**config.mk**
```make
export PLATFORM = sky130hd
export DESIGN_NAME = fft_sample_demux_1x16_flat
export DESIGN_NICKNAME = d
export VERILOG_FILES = /design/src/rtl/fft_sample_demux_1x16_if.sv /design/src/rtl/fft_sample_demux_1x16.sv /design/src/flat_wrapper.sv
export SDC_FILE = /design/constraint.sdc
export NUM_CORES = 1
export LEC_CHECK = 0
export ABC_AREA = 1
export BUFFER_PORTS_ARGS = -buffer_cell sky130_fd_sc_hd__buf_4
export CAP_MARGIN = 20
export CELL_PAD_IN_SITES_DETAIL_PLACEMENT = 2
export CELL_PAD_IN_SITES_GLOBAL_PLACEMENT = 2
export CORE_ASPECT_RATIO = 0.9
export CORE_MARGIN = 3
export CORE_UTILIZATION = 34
export DETAILED_ROUTE_END_ITERATION = 10
export PLACE_DENSITY = 0.9
export RECOVER_POWER = 100
export SETUP_SLACK_MARGIN = 0.4
export SLEW_MARGIN = 5
export SYNTH_ARGS = -nofsm -noshare
export SYNTH_HDL_FRONTEND = slang
export SYNTH_SLANG_ARGS = --single-unit
export TNS_END_PERCENT = 50
```
**constraint.sdc**
```tcl
create_clock -name clk -period 22.2 [get_ports clk]
set_input_delay 4.44 -clock clk [delete_from_list [all_inputs] [get_ports clk]]
set_output_delay 4.44 -clock clk [all_outputs]
set_load 0.02 [all_outputs]
```
**src/rtl/fft_sample_demux_1x16_if.sv**
```systemverilog
// Streaming bus for the 1-to-16 sample demux: serial sample input and parallel frame output.
// The master modport is the upstream/downstream side, and the slave modport is the demux itself.
interface fft_sample_demux_1x16_if #(
   parameter int DW = 16
);
   logic              s_valid;
   logic              s_ready;
   logic [DW-1:0]     s_data;
   logic              s_last;
   logic              m_valid;
   logic              m_ready;
   logic [16*DW-1:0]  m_data;

   modport master (
      output s_valid, s_data, s_last, m_ready,
      input  s_ready, m_valid, m_data
   );

   modport slave (
      input  s_valid, s_data, s_last, m_ready,
      output s_ready, m_valid, m_data
   );
endinterface

```
**src/rtl/fft_sample_demux_1x16.sv**
```systemverilog
// Collects serial samples into a 16-lane parallel frame and hands it downstream.
// A frame that ends early is padded with zeros and flagged, and a new frame can start on the edge where the old one is consumed.
module fft_sample_demux_1x16 #(
   parameter int DW = 16
) (
   input  logic                      clk,
   input  logic                      rst,
   fft_sample_demux_1x16_if.slave    bus,
   output logic [15:0]               lane_sel,
   output logic                      err_short
);

   typedef enum logic {FILL, HOLD} state_t;

   state_t              state, state_next;
   logic [3:0]          cnt, cnt_next, wr_idx;
   logic                err_next;
   logic                accept, consume, short_close;
   logic [15:0][DW-1:0] frame_buf;

   assign bus.s_ready = (state == FILL) ? 1'b1 : bus.m_ready;
   assign bus.m_valid = (state == HOLD);
   assign bus.m_data  = frame_buf;

   assign accept  = bus.s_valid && bus.s_ready;
   assign consume = bus.m_valid && bus.m_ready;
   // A sample taken while HOLD drains is the first sample of the next frame.
   assign wr_idx      = (state == HOLD) ? 4'd0 : cnt;
   assign short_close = accept && bus.s_last && (wr_idx != 4'd15);

   always_comb begin
      state_next = state;
      cnt_next   = cnt;
      err_next   = 1'b0;
      case (state)
         FILL: begin
            if (accept) begin
               if (cnt == 4'd15) begin
                  state_next = HOLD;
                  cnt_next   = 4'd0;
               end else if (bus.s_last) begin
                  state_next = HOLD;
                  cnt_next   = 4'd0;
                  err_next   = 1'b1;
               end else begin
                  cnt_next   = cnt + 4'd1;
               end
            end
         end
         HOLD: begin
            if (consume) begin
               if (accept && bus.s_last) begin
                  state_next = HOLD;
                  cnt_next   = 4'd0;
                  err_next   = 1'b1;
               end else if (accept) begin
                  state_next = FILL;
                  cnt_next   = 4'd1;
               end else begin
                  state_next = FILL;
                  cnt_next   = 4'd0;
               end
            end
         end
         default: begin
            state_next = FILL;
            cnt_next   = 4'd0;
         end
      endcase
   end

   always_ff @(posedge clk or posedge rst) begin
      if (rst) begin
         state     <= FILL;
         cnt       <= 4'd0;
         lane_sel  <= 16'h0001;
         err_short <= 1'b0;
      end else begin
         state     <= state_next;
         cnt       <= cnt_next;
         lane_sel  <= 16'h0001 << cnt_next;
         err_short <= err_next;
      end
   end

   // On an early close, the lanes above the last written one are cleared so stale data never leaks out.
   always_ff @(posedge clk or posedge rst) begin
      if (rst) begin
         frame_buf <= '0;
      end else if (accept) begin
         for (int k = 0; k < 16; k++) begin
            if (4'(k) == wr_idx)
               frame_buf[k] <= bus.s_data;
            else if (short_close && (4'(k) > wr_idx))
               frame_buf[k] <= '0;
         end
      end
   end

endmodule

```
**src/flat_wrapper.sv**
```systemverilog
// flat-port wrapper written by rule: the top's interface ports become plain ports
module fft_sample_demux_1x16_flat 
#(
   parameter int DW = 16
)
  (clk, rst, lane_sel, err_short, bus_s_valid, bus_s_data, bus_s_last, bus_m_ready, bus_s_ready, bus_m_valid, bus_m_data);
  fft_sample_demux_1x16_if #(.DW(DW)) bus_i ();
  input  logic clk;
  input  logic rst;
  output logic [15:0] lane_sel;
  output logic err_short;
  input wire logic [$bits(bus_i.s_valid)-1:0] bus_s_valid;
  input wire logic [$bits(bus_i.s_data)-1:0] bus_s_data;
  input wire logic [$bits(bus_i.s_last)-1:0] bus_s_last;
  input wire logic [$bits(bus_i.m_ready)-1:0] bus_m_ready;
  output wire logic [$bits(bus_i.s_ready)-1:0] bus_s_ready;
  output wire logic [$bits(bus_i.m_valid)-1:0] bus_m_valid;
  output wire logic [$bits(bus_i.m_data)-1:0] bus_m_data;
  assign bus_i.s_valid = bus_s_valid;
  assign bus_i.s_data = bus_s_data;
  assign bus_i.s_last = bus_s_last;
  assign bus_i.m_ready = bus_m_ready;
  assign bus_s_ready = bus_i.s_ready;
  assign bus_m_valid = bus_i.m_valid;
  assign bus_m_data = bus_i.m_data;
  fft_sample_demux_1x16 #(.DW(DW)) u_core (.clk(clk), .rst(rst), .bus(bus_i), .lane_sel(lane_sel), .err_short(err_short));
endmodule
```
=== Word level (Yosys, flattened, before mapping) ===
Index checks and enable logic that the tools add are counted.

* Shift-type cells: 1
* Reduce and logical (&&, ||, !) cells: 53
* Multiply operators: 0
* Bitwise gates (word level): 1
* Muxes and demuxes: 51
* Div/mod/pow operators: 0
* Order comparisons: 16
* Equality and inequality tests: 17
* Add/sub/neg operators: 1

{| class="wikitable"
|+ Operators by type and width
! operator !! count
|-
| two-way mux 16 bit || 32
|-
| equality test 4 bit, first input constant || 8
|-
| > comparator 4 bit, first input constant || 8
|-
| AND reduction 2 bit || 16
|-
| nonzero test 2 bit || 16
|-
| two-way mux 4 bit || 6
|-
| logical AND 1 bit || 20
|-
| equality test 3 x 4 -> 1 bit, first input constant || 4
|-
| > comparator 3 x 4 -> 1 bit, first input constant || 4
|-
| << shifter 1 x 4 -> 16 bit, first input constant || 1
|-
| two-way mux 1 bit || 10
|-
| equality test 2 x 4 -> 1 bit, first input constant || 2
|-
| > comparator 1 x 4 -> 1 bit, first input constant || 2
|-
| > comparator 2 x 4 -> 1 bit, first input constant || 2
|-
| case mux 4 bit (2 select lines) || 1
|-
| adder 4 x 1 -> 4 bit, second input constant || 1
|-
| equality test 1 x 4 -> 1 bit, first input constant || 1
|-
| equality test 4 bit, second input constant || 1
|-
| zero test 4 bit || 1
|-
| != test 4 bit, second input constant || 1
|-
| case mux 1 bit (2 select lines) || 2
|-
| NOT 1 bit || 1
|}

* Register bits after elaboration: 278
* Memory bits (read-only): 0
* Memories: 0
* Bits in latches: 0
* RAM bits: 0
* Output and inout port bits: 275
* Logic and storage cells: 160

=== Longest topological paths before layout ===
Gate-level depths: netlist of the first run.

* Depth after elaboration: 7
* Depth in mapped cells: 11

=== Worst setup path before layout of the first run ===
No wires, ideal clock.

* Path type: input to output
* From: input port bus_m_ready
* To: output port bus_s_ready
* Data arrival time: 4636 ps
* Stages: 2
* Setup slack: 13124 ps
* Required time: 17760 ps
* Cells stage by stage: inv_1 -> nand2_2

* Longest elaborated chain between the ends: 1

{| class="wikitable"
|+ RTL lines
! element !! RTL line !! text
|-
| start, declared || flat_wrapper.sv:15 || <nowiki>input wire logic [$bits(bus_i.m_ready)-1:0] bus_m_ready;</nowiki>
|-
| two-way mux 1 bit || fft_sample_demux_1x16.sv:21 || <nowiki>assign bus.s_ready = (state == FILL) ? 1'b1 : bus.m_ready;</nowiki>
|-
| end, declared || flat_wrapper.sv:16 || <nowiki>output wire logic [$bits(bus_i.s_ready)-1:0] bus_s_ready;</nowiki>
|}

Every way passes these cells.

==> key figures, run 1 <==
Drt
  – Pre-antenna DRT Iters: 5
  – Vias/cell: 5.45
  – Drt initial violations: 677
  – Drt wl/cell: 25.8 um
  – Final Routed Wirelength: 48.8 mm
  – Drt drc: 0
  – Post-route ant nets: 0
  – Via count: 10312

Run status
  – Outcome: complete, but fails checks
  – Failing checks: capacitance limit, slew limit

Synth
  – Syn_area_per_cell: 9.51 um^2
  – Mapped Area: 0.0114 mm^2
  – Top-area cell type share of the netlist area: 60.7%
  – Area contributors post-synth: dfrtp_1, nand3_1, nand2_1
  – Yosys reg bits: about 280
  – Top-count cell post-synth: nand2_1
  – EDFF count, synth: 0
  – Post-synth cell types: 28
  – Synth async-reset ratio: between 90% and 100%
  – Synth warn: 0
  – Register area share after synthesis: about 60%
  – Syn Nets: around 1200
  – Leading area contributor after synthesis: dfrtp_1
  – Ys flop type: dfrtp_1
  – Synth top cells by count: nand2_1, dfrtp_1, nand3_1, o21ai_0, inv_1
  – Synthesized instance count: 1200

Run
  – Max-cap viol count: 3

Clocking
  – Post-CTS Setup Bufs: 0
  – Clk Tree Root Cell: clkbuf_16
  – # resized after CTS: 0
  – Hold buffers post-CTS: 0
  – Clock sinks: 278
  – Worst-path clk slew: 0.06 ns
  – H-tree Lvls: 1
  – CTS tree: done
  – Num CTS Buffers: 30
  – Clk_lat worst skew: 0.55 ns
  – CTS Buffer Depth: 3

GRT
  – Grt met3 use: about 5.9%
  – First-pass GRT wire length: 73.9 mm
  – Gr busiest metal: met2
  – Met2 Use GR: 46.7%
  – Largest net degree at the start of global routing: between 100 and 150
  – Number of global-route vias before repair: 11560
  – Total GRT Usage: 26.9%
  – Initial antenna violation count: 1
  – Total gr overflow: 0
  – Met1 Use GR: 33.8%

Hold path
  – Worst Hold Path Cells: 2
  – Hold endpoint: u_core.bus.m_data[168]
  – Hold_sp: u_core.bus.m_data[168]
  – Hold Crit Class: reg -> reg

Worst setup path
  – Cell family with most CP delay: buffers and inverters
  – Crit path depth: 4
  – Crit Path Max Fanout: 140
  – Critical path arrival: 11.87 ns
  – CP bufs+invs: 4
  – Crit path largest cell delay: 3.47 ns
  – FF-to-FF Start: u_core.bus.m_valid
  – Critical R2R Capture: u_core.bus.m_data[95]
  – Critical path class: in -> async
  – Reg2reg setup slack: 16.92 ns
  – Worst path slowest cell: clkinvlp_2
  – FF-to-FF path depth: 6
  – Worst setup SP type: primary input
  – CP Capture Type: async pin
  – Worst path cell trace: clkbuf_4, clkinvlp_2, clkbuf_1, buf_4
  – Critical Path RT: 22.74 ns

Timing
  – Final setup vio count: 0
  – Clk_skew: 0.0136 ns
  – Fin Setup TNS: 0 ns
  – Hold Slack: slightly below 0.5 ns
  – Final Hold Viols: 0
  – Fmax: 0.0883 GHz
  – Worst relative slew slack: -325%
  – Slew Limit Fails: 257
  – Slew @ Worst Pin: 6.37 ns
  – Tmin final: 11.33 ns
  – RSZ-0062 raised after global routing: no
  – Tcrit/Tclk final: between 50% and 60%
  – Setup ws final: 10.87 ns

Placed design
  – Gpl congestion: 0.794
  – Port bufs: 295
  – Pre-CTS WS: 12.75 ns
  – Hpwl dp: 32.0 mm

Die
  – Die Width: 199 um
  – Die span in y: around 180 um
  – Row Count: between 60 and 70
  – Initial Util: 34.6%
  – Die ar.: 0.0358 mm^2
  – I/O pins: slightly below 300
  – Core outline area: around 0.033 mm^2

Power
  – Max VDD drop: 0.0580 mV
  – Total net switching power: 461 uW
  – Combinational share of power: 19.3%
  – Proportion of power drawn by flip-flops and latches: a little over two fifths
  – Sw frac: 33.2%
  – Clock network power share: 37.6%
  – Pwr dens: 101 mW/mm^2
  – Int Power: slightly above 900 uW
  – Lkg Pwr: 6.81 nW

Layout
  – Fraction of layout cells with a size suffix above 1: under 10%
  – Nets: 1470
  – Layout area overhead: 19.7%
  – Ant diodes: 0
## sequential cells by signal, summed over array words and instances (netlist names)
register / cells
u_core.bus.m_data: 256
u_core.bus.m_valid: 1
u_core.cnt: 4
u_core.err_short: 1
u_core.lane_sel: 16
## cell families after synthesis
kind of cell	synth area share [%]
compound gates	5.34
flops	61.0
simple gates	27.7
buf+inv	5.88
fa+ha+maj	0.110
## area by class of cell
type | count | area [um^2]
inverters | 47 | 178
well taps | 422 | 528
multi-input cells | 786 | 3700
fillers | 3738 | 19400
flip-flops and latches | 278 | 6960
clock buffers | 44 | 885
repair buffers | 305 | 1280
clock inverters | 10 | 133
## through the flow
stage	cell area, um^2	power (mW)	util (%)	std cells
6_report	13700	1.39	41.4	1892
5_1_grt	13700	1.45	41.4	1892
4_1_cts	14700	1.45	44.6	1887
3_5_place_dp	13700	0.918	41.6	1833
3_3_place_gp	13700	0.900	41.5	1831
2_1_floorplan	11400	0.774	-	1200
## worst max path at each step
| stage | to | slack, ns | from |
|---|---|---|---|
| CTS | bus_s_ready | 12.74 | bus_m_ready |
| floorplan | u_core.bus.m_data[0] | 10.10 | rst |
| finish | u_core.lane_sel[15] | 10.87 | rst |
| global route | u_core.lane_sel[6] | 9.50 | rst |
| global placement | bus_s_ready | 12.78 | bus_m_ready |
| detailed placement | bus_s_ready | 12.75 | bus_m_ready |
## cells in the final DEF, fill, tap and decap left out, types with 6 or more instances in the layout
cell / instances
clkbuf_1: 288
nand3_1: 278
inv_2: 6
inv_1: 40
o21ai_0: 115
buf_4: 19
nand4_1: 37
clkbuf_16: 31
nor2_1: 31
dfrtp_1: 277
nand2_1: 299
clkbuf_8: 6
## worst register-to-register path: cells and delay by family, from the launching register on
family | cells | cell delay [ns]
flip-flops | 1 | 0.64
AO/OA/AOI/OAI | 1 | 0.25
buffers and inverters | 2 | 2.63
AND/OR/NAND/NOR | 3 | 1.71
## routing by layer
metal	part of all wire, %	up-vias
li1	-	4492
met5	0.076	-
met2	50	351
met4	3.0	6
met1	40	5372
met3	6.7	91
## power groups by stage
stage	Clock, mW	Combinational, mW	Sequential [mW]
after floorplan	0	0.118	0.656
after global routing	0.552	0.291	0.604
after detailed placement	0	0.312	0.607
after global placement	0	0.298	0.602
after CTS	0.532	0.314	0.599
final	0.521	0.267	0.598
Power figures use the tool's default switching activity.
==> run 2, diff against run 1 <==
- CORE_UTILIZATION: 34 -> 32
- PLACE_DENSITY: 0.9 -> 0.86
- clock period: 22.2 -> 10.9 ns (I/O delays scaled with it)
==> run 2 against run 1 <==
  * The flow still finishes with violations (capacitance limit, slew limit)
  * Core utilization shrank 1.4 points
  * Clock power is 120% higher
  * Sequential share of layout area is 0.54 points lower
  * Power increased by 110%
  * Register-to-register slack worse by 11 ns
  * Final cell count increased by 2.5%
  * Wire length barely moved
  * Critical path type unchanged
  * Largest power group unchanged
==> key figures, run 2 (same netlist as run 1, synthesis figures left out) <==
Run status
  – Outcome: complete, but fails checks
  – Failing checks: capacitance limit, slew limit

Layout
  – Nets: 1474 (+0.27%)
  – # fillers: 3966 (+6.1%)
  – Most common cell after layout, fill and taps aside: nand2_1
  – FF/Latch Area: 0.00696 mm^2 (unchanged)
  – Layout area overhead: 21.0%
  – Fraction of layout cells with a size suffix above 1: 7.04% (+0.44 points)
  – Footprint of the multi-input gates: 0.00366 mm^2 (-1.1%)
  – Commonest cells after routing, fill and taps aside: nand2_1, clkbuf_1, nand3_1
  – Post-route insts no fill: 1940 (+2.5%)
  – Max reg flops: 256 (unchanged)
  – Ant diodes: 0 (unchanged)

Hold path
  – Hold endpoint: u_core.bus.m_data[175]
  – Hold Crit Class: reg -> reg
  – Worst Hold Path Cells: 2 (unchanged)
  – Hold_sp: u_core.bus.m_data[175]

Timing
  – Tmin final: ~6.3 ns
  – Slew Limit Fails: 176 (-32%)
  – Tcrit/Tclk final: 57.9%
  – Clk_skew: 0.0216 ns (+0.00792 ns)
  – Slew @ Worst Pin: 5.90 ns (-0.473 ns)
  – Final setup vio count: 0 (unchanged)
  – RSZ-0062 raised after global routing: no
  – Worst relative slew slack: -295% (+29 points)
  – Final Hold Viols: 0 (unchanged)
  – Fmax: 0.158 GHz
  – Fin Setup TNS: 0 ns (unchanged)
  – Hold Slack: 0.491 ns (+0.0107 ns)

GRT
  – Total GRT Usage: 25.4% (-1.5 points)
  – Largest net degree at the start of global routing: 127 (-9.9%)
  – Total gr overflow: 0 (unchanged)
  – Initial antenna violation count: 1 (unchanged)
  – First-pass GRT wire length: 73.3 mm (-0.85%)
  – Number of global-route vias before repair: 11384 (-1.5%)

Worst setup path
  – Worst path cell trace: clkbuf_4, clkinvlp_2, buf_4
  – Cell family with most CP delay: buffers and inverters
  – CP Capture Type: async pin
  – Reg2reg setup slack: 5.72 ns (-11.20 ns)
  – CP bufs+invs: 3 (-1)
  – FF-to-FF path depth: 6 (unchanged)
  – Critical R2R Capture: u_core.bus.m_data[101]
  – Crit Path Max Fanout: 126 (-10%)
  – Worst setup SP type: primary input
  – FF-to-FF Start: u_core.bus.m_valid
  – Critical path class: in -> async
  – Critical path arrival: 6.82 ns (-5.05 ns)
  – Critical Path RT: 11.41 ns (-11.33 ns)
  – Worst path slowest cell: clkinvlp_2
  – Crit path largest cell delay: 3.24 ns (-0.23 ns)

Clocking
  – CTS Buffer Depth: 3 (unchanged)
  – Hold buffers post-CTS: 0 (unchanged)
  – Worst-path clk slew: 0.06 ns (about the same)
  – # resized after CTS: 0 (unchanged)
  – Clk_lat worst skew: 0.53 ns (-0.02 ns)
  – Clock sinks: 278 (unchanged)
  – Num CTS Buffers: 34 (+13%)
  – H-tree Lvls: 2 (+1)
  – Post-CTS Setup Bufs: 0 (unchanged)
  – Clk Tree Root Cell: clkbuf_16
  – CTS tree: done

Drt
  – Final Routed Wirelength: 48.8 mm (about the same)
  – Vias/cell: 5.33 (-2.2%)
  – Pre-antenna DRT Iters: 5 (unchanged)
  – Post-route ant nets: 0 (unchanged)
  – Drt initial violations: 636 (-6.1%)
  – Drt drc: 0 (unchanged)
  – Via count: 10345 (+0.32%)
  – Drt wl/cell: 25.2 um (-2.5%)

Run
  – Max-cap viol count: 2 (-1)

Die
  – Die span in y: 185 um (+3.0%)
  – Row Count: 64 (+1.6%)
  – Die ar.: 0.0380 mm^2 (+6.0%)
  – Die Width: 205 um (+3.0%)
  – Core outline area: 0.0346 mm^2 (+4.7%)
  – Initial Util: 33.0% (-1.6 points)
  – I/O pins: 296 (unchanged)

Power
  – Max VDD drop: 0.0905 mV (+56%)
  – Int Power: 1.94 mW (+110%)
  – Clock network power share: 39.5% (+1.9 points)
  – Sw frac: 33.1% (-0.10 points)
  – Overall power: 2.90 mW (+110%)
  – Lkg Pwr: 6.85 nW (+0.68%)
  – Pwr dens: 210 mW/mm^2 (+110%)
  – Proportion of power drawn by flip-flops and latches: 42.0% (-1.1 points)
  – Total net switching power: 961 uW (+110%)
  – Combinational share of power: 18.4% (-0.9 points)

Placed design
  – Placed cell count: 1873 (+2.2%)
  – Port bufs: 295 (unchanged)
  – Hpwl dp: 32.0 mm (+0.26%)
  – Gpl congestion: 0.780 (-1.8%)
## run 2: cell count changes in the layout (fill, tap and decap cells not counted), moves of 2 or more
| cell | previous run | this run |
|---|---|---|
| buf_4 | 19 | 21 |
| buf_8 | 2 | 0 |
| bufinv_16 | 3 | 1 |
| clkbuf_16 | 31 | 35 |
| clkbuf_8 | 6 | 10 |
| clkinv_8 | 0 | 2 |
| clkinvlp_4 | 0 | 3 |
| inv_6 | 2 | 0 |
## run 2: how the worst max path moves through the flow
| stage | depth (start not counted) | start | endpoint | slack, ns |
|---|---|---|---|---|
| floorplan | 1 | rst | u_core.bus.m_data[0] | 1.06 |
| global placement | 4 | bus_m_ready | bus_s_ready | 5.99 |
| detailed placement | 4 | bus_m_ready | bus_s_ready | 5.98 |
| CTS | 4 | bus_m_ready | bus_s_ready | 5.98 |
| global route | 3 | rst | u_core.bus.m_data[47] | 3.70 |
| finish | 3 | rst | u_core.bus.m_data[47] | 4.59 |
## run 2: metrics by stage
step	util (%)	worst slack (ns)	cell area (um^2)
after floorplan	-	1.06	11400
after global placement	39.8	5.99	13800
after detailed placement	39.8	5.98	13800
after CTS	43.1	5.98	14900
after global routing	39.9	3.70	13800
final	39.9	4.59	13800
## run 2: layout make-up
| class | count | area share (%) |
|---|---|---|
| Sequential cell | 278 | 50.4 |
| Multi-Input combinational cell | 786 | 26.5 |
| Timing Repair Buffer | 305 | 9.35 |
| Clock buffer | 52 | 7.53 |
| Tap cell | 462 | 4.19 |
| Inverter | 47 | 1.29 |
| Clock inverter | 10 | 0.761 |
## run 2: per-layer routing
metal	global-route usage (%)	wire length (um)
met5	0	13
met4	7.87	1560
met3	5.45	2490
met2	44.4	24700
met1	31.7	20100
## run 2: worst register-to-register path: stages, from the launching register on
cell      delay [ns]
dfrtp_1         0.62
a21oi_1         0.26
clkbuf_1        1.73
nand4_1         1.36
inv_1           0.89
nand2_1         0.16
nand2_1         0.12
## run 2: power by group through the flow
stage	Combinational, mW	Clock, mW	Sequential (mW)
finish	0.535	1.15	1.22
global route	0.585	1.22	1.23
CTS	0.632	1.17	1.22
detailed placement	0.626	0	1.24
global placement	0.604	0	1.23
floorplan	0.240	0	1.34
==> run 3, diff against run 2 <==
- clock period: 10.9 -> 6.25 ns (I/O delays scaled with it)
==> run 3 against run 2 <==
  * The run still ends with capacitance limit, slew limit left
  * Core utilization decreased by 0.21 points
  * Sequential power increased by 75%
  * Non-clock buffer count increased by 3
==> key figures, run 3 (same netlist as run 1, synthesis figures left out) <==
Timing
  – Setup ws final: 2.18 ns (-2.40 ns)
  – Worst relative slew slack: -51.1% (+240 points)
  – Hold Slack: 0.482 ns (-0.00935 ns)
  – Tmin final: 4.07 ns
  – Clk_skew: 0.0181 ns (-0.00348 ns)
  – Fmax: around 0.25 GHz
  – RSZ-0062 raised after global routing: no
  – Final Hold Viols: 0 (unchanged)
  – Final setup vio count: 0 (unchanged)
  – Fin Setup TNS: 0 ns (unchanged)
  – Slew Limit Fails: 85 (-52%)
  – Slew @ Worst Pin: 2.27 ns (-3.63 ns)
  – Tcrit/Tclk final: 65.1%

Power
  – Lkg Pwr: 6.83 nW (-0.28%)
  – Max VDD drop: 0.176 mV (+94%)
  – Pwr dens: 362 mW/mm^2 (+72%)

Die
  – I/O pins: 296 (unchanged)
  – Row Count: 64 (unchanged)
  – Core outline area: 0.0346 mm^2 (unchanged)
  – Die ar.: 0.0380 mm^2 (unchanged)
  – Initial Util: 33.0% (unchanged)
  – Die Width: 205 um (unchanged)
  – Die span in y: 185 um (unchanged)

Drt
  – Final Routed Wirelength: 49.1 mm (+0.54%)
  – Post-route ant nets: 0 (unchanged)
  – Drt drc: 0 (unchanged)
  – Drt initial violations: 643 (+1.1%)
  – Pre-antenna DRT Iters: 4 (-1)
  – Vias/cell: 5.35 (+0.38%)
  – Via count: 10368 (+0.22%)
  – Drt wl/cell: 25.3 um (+0.70%)

Worst setup path
  – Worst path cell trace: clkbuf_4, clkinvlp_2, clkbuf_1, clkbuf_2
  – Worst path slowest cell: clkbuf_1
  – Critical Path RT: 6.69 ns (-4.72 ns)
  – Worst setup SP type: primary input
  – Critical path class: in -> async
  – Crit path largest cell delay: 1.64 ns (-1.60 ns)
  – FF-to-FF path depth: 9 (+3)
  – CP Capture Type: async pin
  – Crit Path Max Fanout: 54 (-57%)
  – Critical path arrival: 4.50 ns (-2.32 ns)

Layout
  – Max reg flops: 256 (unchanged)
  – Most common cell after layout, fill and taps aside: nand2_1
  – Layout area overhead: 20.4%
  – Fraction of layout cells with a size suffix above 1: 6.85% (-0.19 points)
  – Nets: 1473 (-0.068%)
  – # fillers: 3924 (-1.1%)
  – Final Instance Area: 0.0137 mm^2 (-0.53%)
  – Ant diodes: 0 (unchanged)
  – Commonest cells after routing, fill and taps aside: nand2_1, clkbuf_1, nand3_1, dfrtp_1, o21ai_0

GRT
  – First-pass GRT wire length: 72.7 mm (-0.76%)
  – Largest net degree at the start of global routing: 149 (+17%)
  – Initial antenna violation count: 0 (-1)
  – Total gr overflow: 0 (unchanged)
  – Total GRT Usage: 25.0% (-0.43 points)
  – Number of global-route vias before repair: 11417 (+0.29%)

Run status
  – Outcome: complete, but fails checks
  – Failing checks: capacitance limit, slew limit

Run
  – Max-cap viol count: 2 (unchanged)

Clocking
  – Clock sinks: 278 (unchanged)
  – H-tree Lvls: 1 (-1)
  – Clk Tree Root Cell: clkbuf_16
  – Num CTS Buffers: 30 (-12%)
  – Hold buffers post-CTS: 0 (unchanged)
  – CTS tree: done
  – Post-CTS Setup Bufs: 0 (unchanged)
  – Worst-path clk slew: 0.06 ns (about the same)
  – # resized after CTS: 0 (unchanged)
  – CTS Buffer Depth: 3 (unchanged)
  – Clk_lat worst skew: 0.57 ns (+0.04 ns)

Placed design
  – Pre-CTS WS: 2.67 ns (-3.31 ns)
  – DP Area: 0.0138 mm^2 (+0.15%)
  – Gpl congestion: 0.770 (-1.3%)
  – Hpwl dp: 31.7 mm (-1.1%)
  – Port bufs: 295 (unchanged)

Hold path
  – Worst Hold Path Cells: 2 (unchanged)
  – Hold Crit Class: reg -> reg
-- run 3: worst paths after layout --
check	startpoint	endpoint	slack, ns
worst max-delay path	rst	u_core.lane_sel[1]	2.18
worst min-delay path	u_core.bus.m_data[172]	u_core.bus.m_data[172]	0.48
worst max register to register	u_core.bus.m_valid	u_core.bus.m_data[152]	2.27
worst min register to register	u_core.bus.m_data[172]	u_core.bus.m_data[172]	0.48
max in group clk	bus_m_ready	u_core.bus.m_data[66]	2.23
min in group asynchronous	rst	u_core.bus.m_data[25]	0.59
-- run 3: power by group --
group          switching, mW  internal [mW]
registers              0.143           1.98
logic                  0.747          0.198
clock network          0.769           1.13
total                   1.66           3.31
-- run 3: worst max-delay path, delay by kind of cell --
family | cells | cell delay, ns
buf+inv | 4 | 3.19
-- run 3: cell type report --
cell class                 instances  area [um^2]  area share (%)
timing repair buffer             308         1330            9.65
clock inverter                    12          171            1.25
inverter                          47          178            1.29
tap                              462          578            4.21
multi-input combinational        786         3650            26.6
sequential                       278         6960            50.7
clock buffer                      44          873            6.36
-- run 3: routing by layer --
metal | up-vias | share of wire, % | track usage (%)
li1 | 4497 | - | -
met1 | 5461 | 41 | 31.9
met2 | 318 | 50 | 42.3
met3 | 92 | 6.0 | 6.08
met4 | 0 | 3.1 | 7.32
met5 | - | 0 | 0
-- run 3: stage by stage --
stage               total power [mW]  std cells  util, %
floorplan                       2.75       1200        -
global placement                3.20       1873     39.8
detailed placement              3.25       1874     39.9
CTS                             5.18       1930     42.9
global route                    5.21       1937     39.7
finish                          4.97       1937     39.7
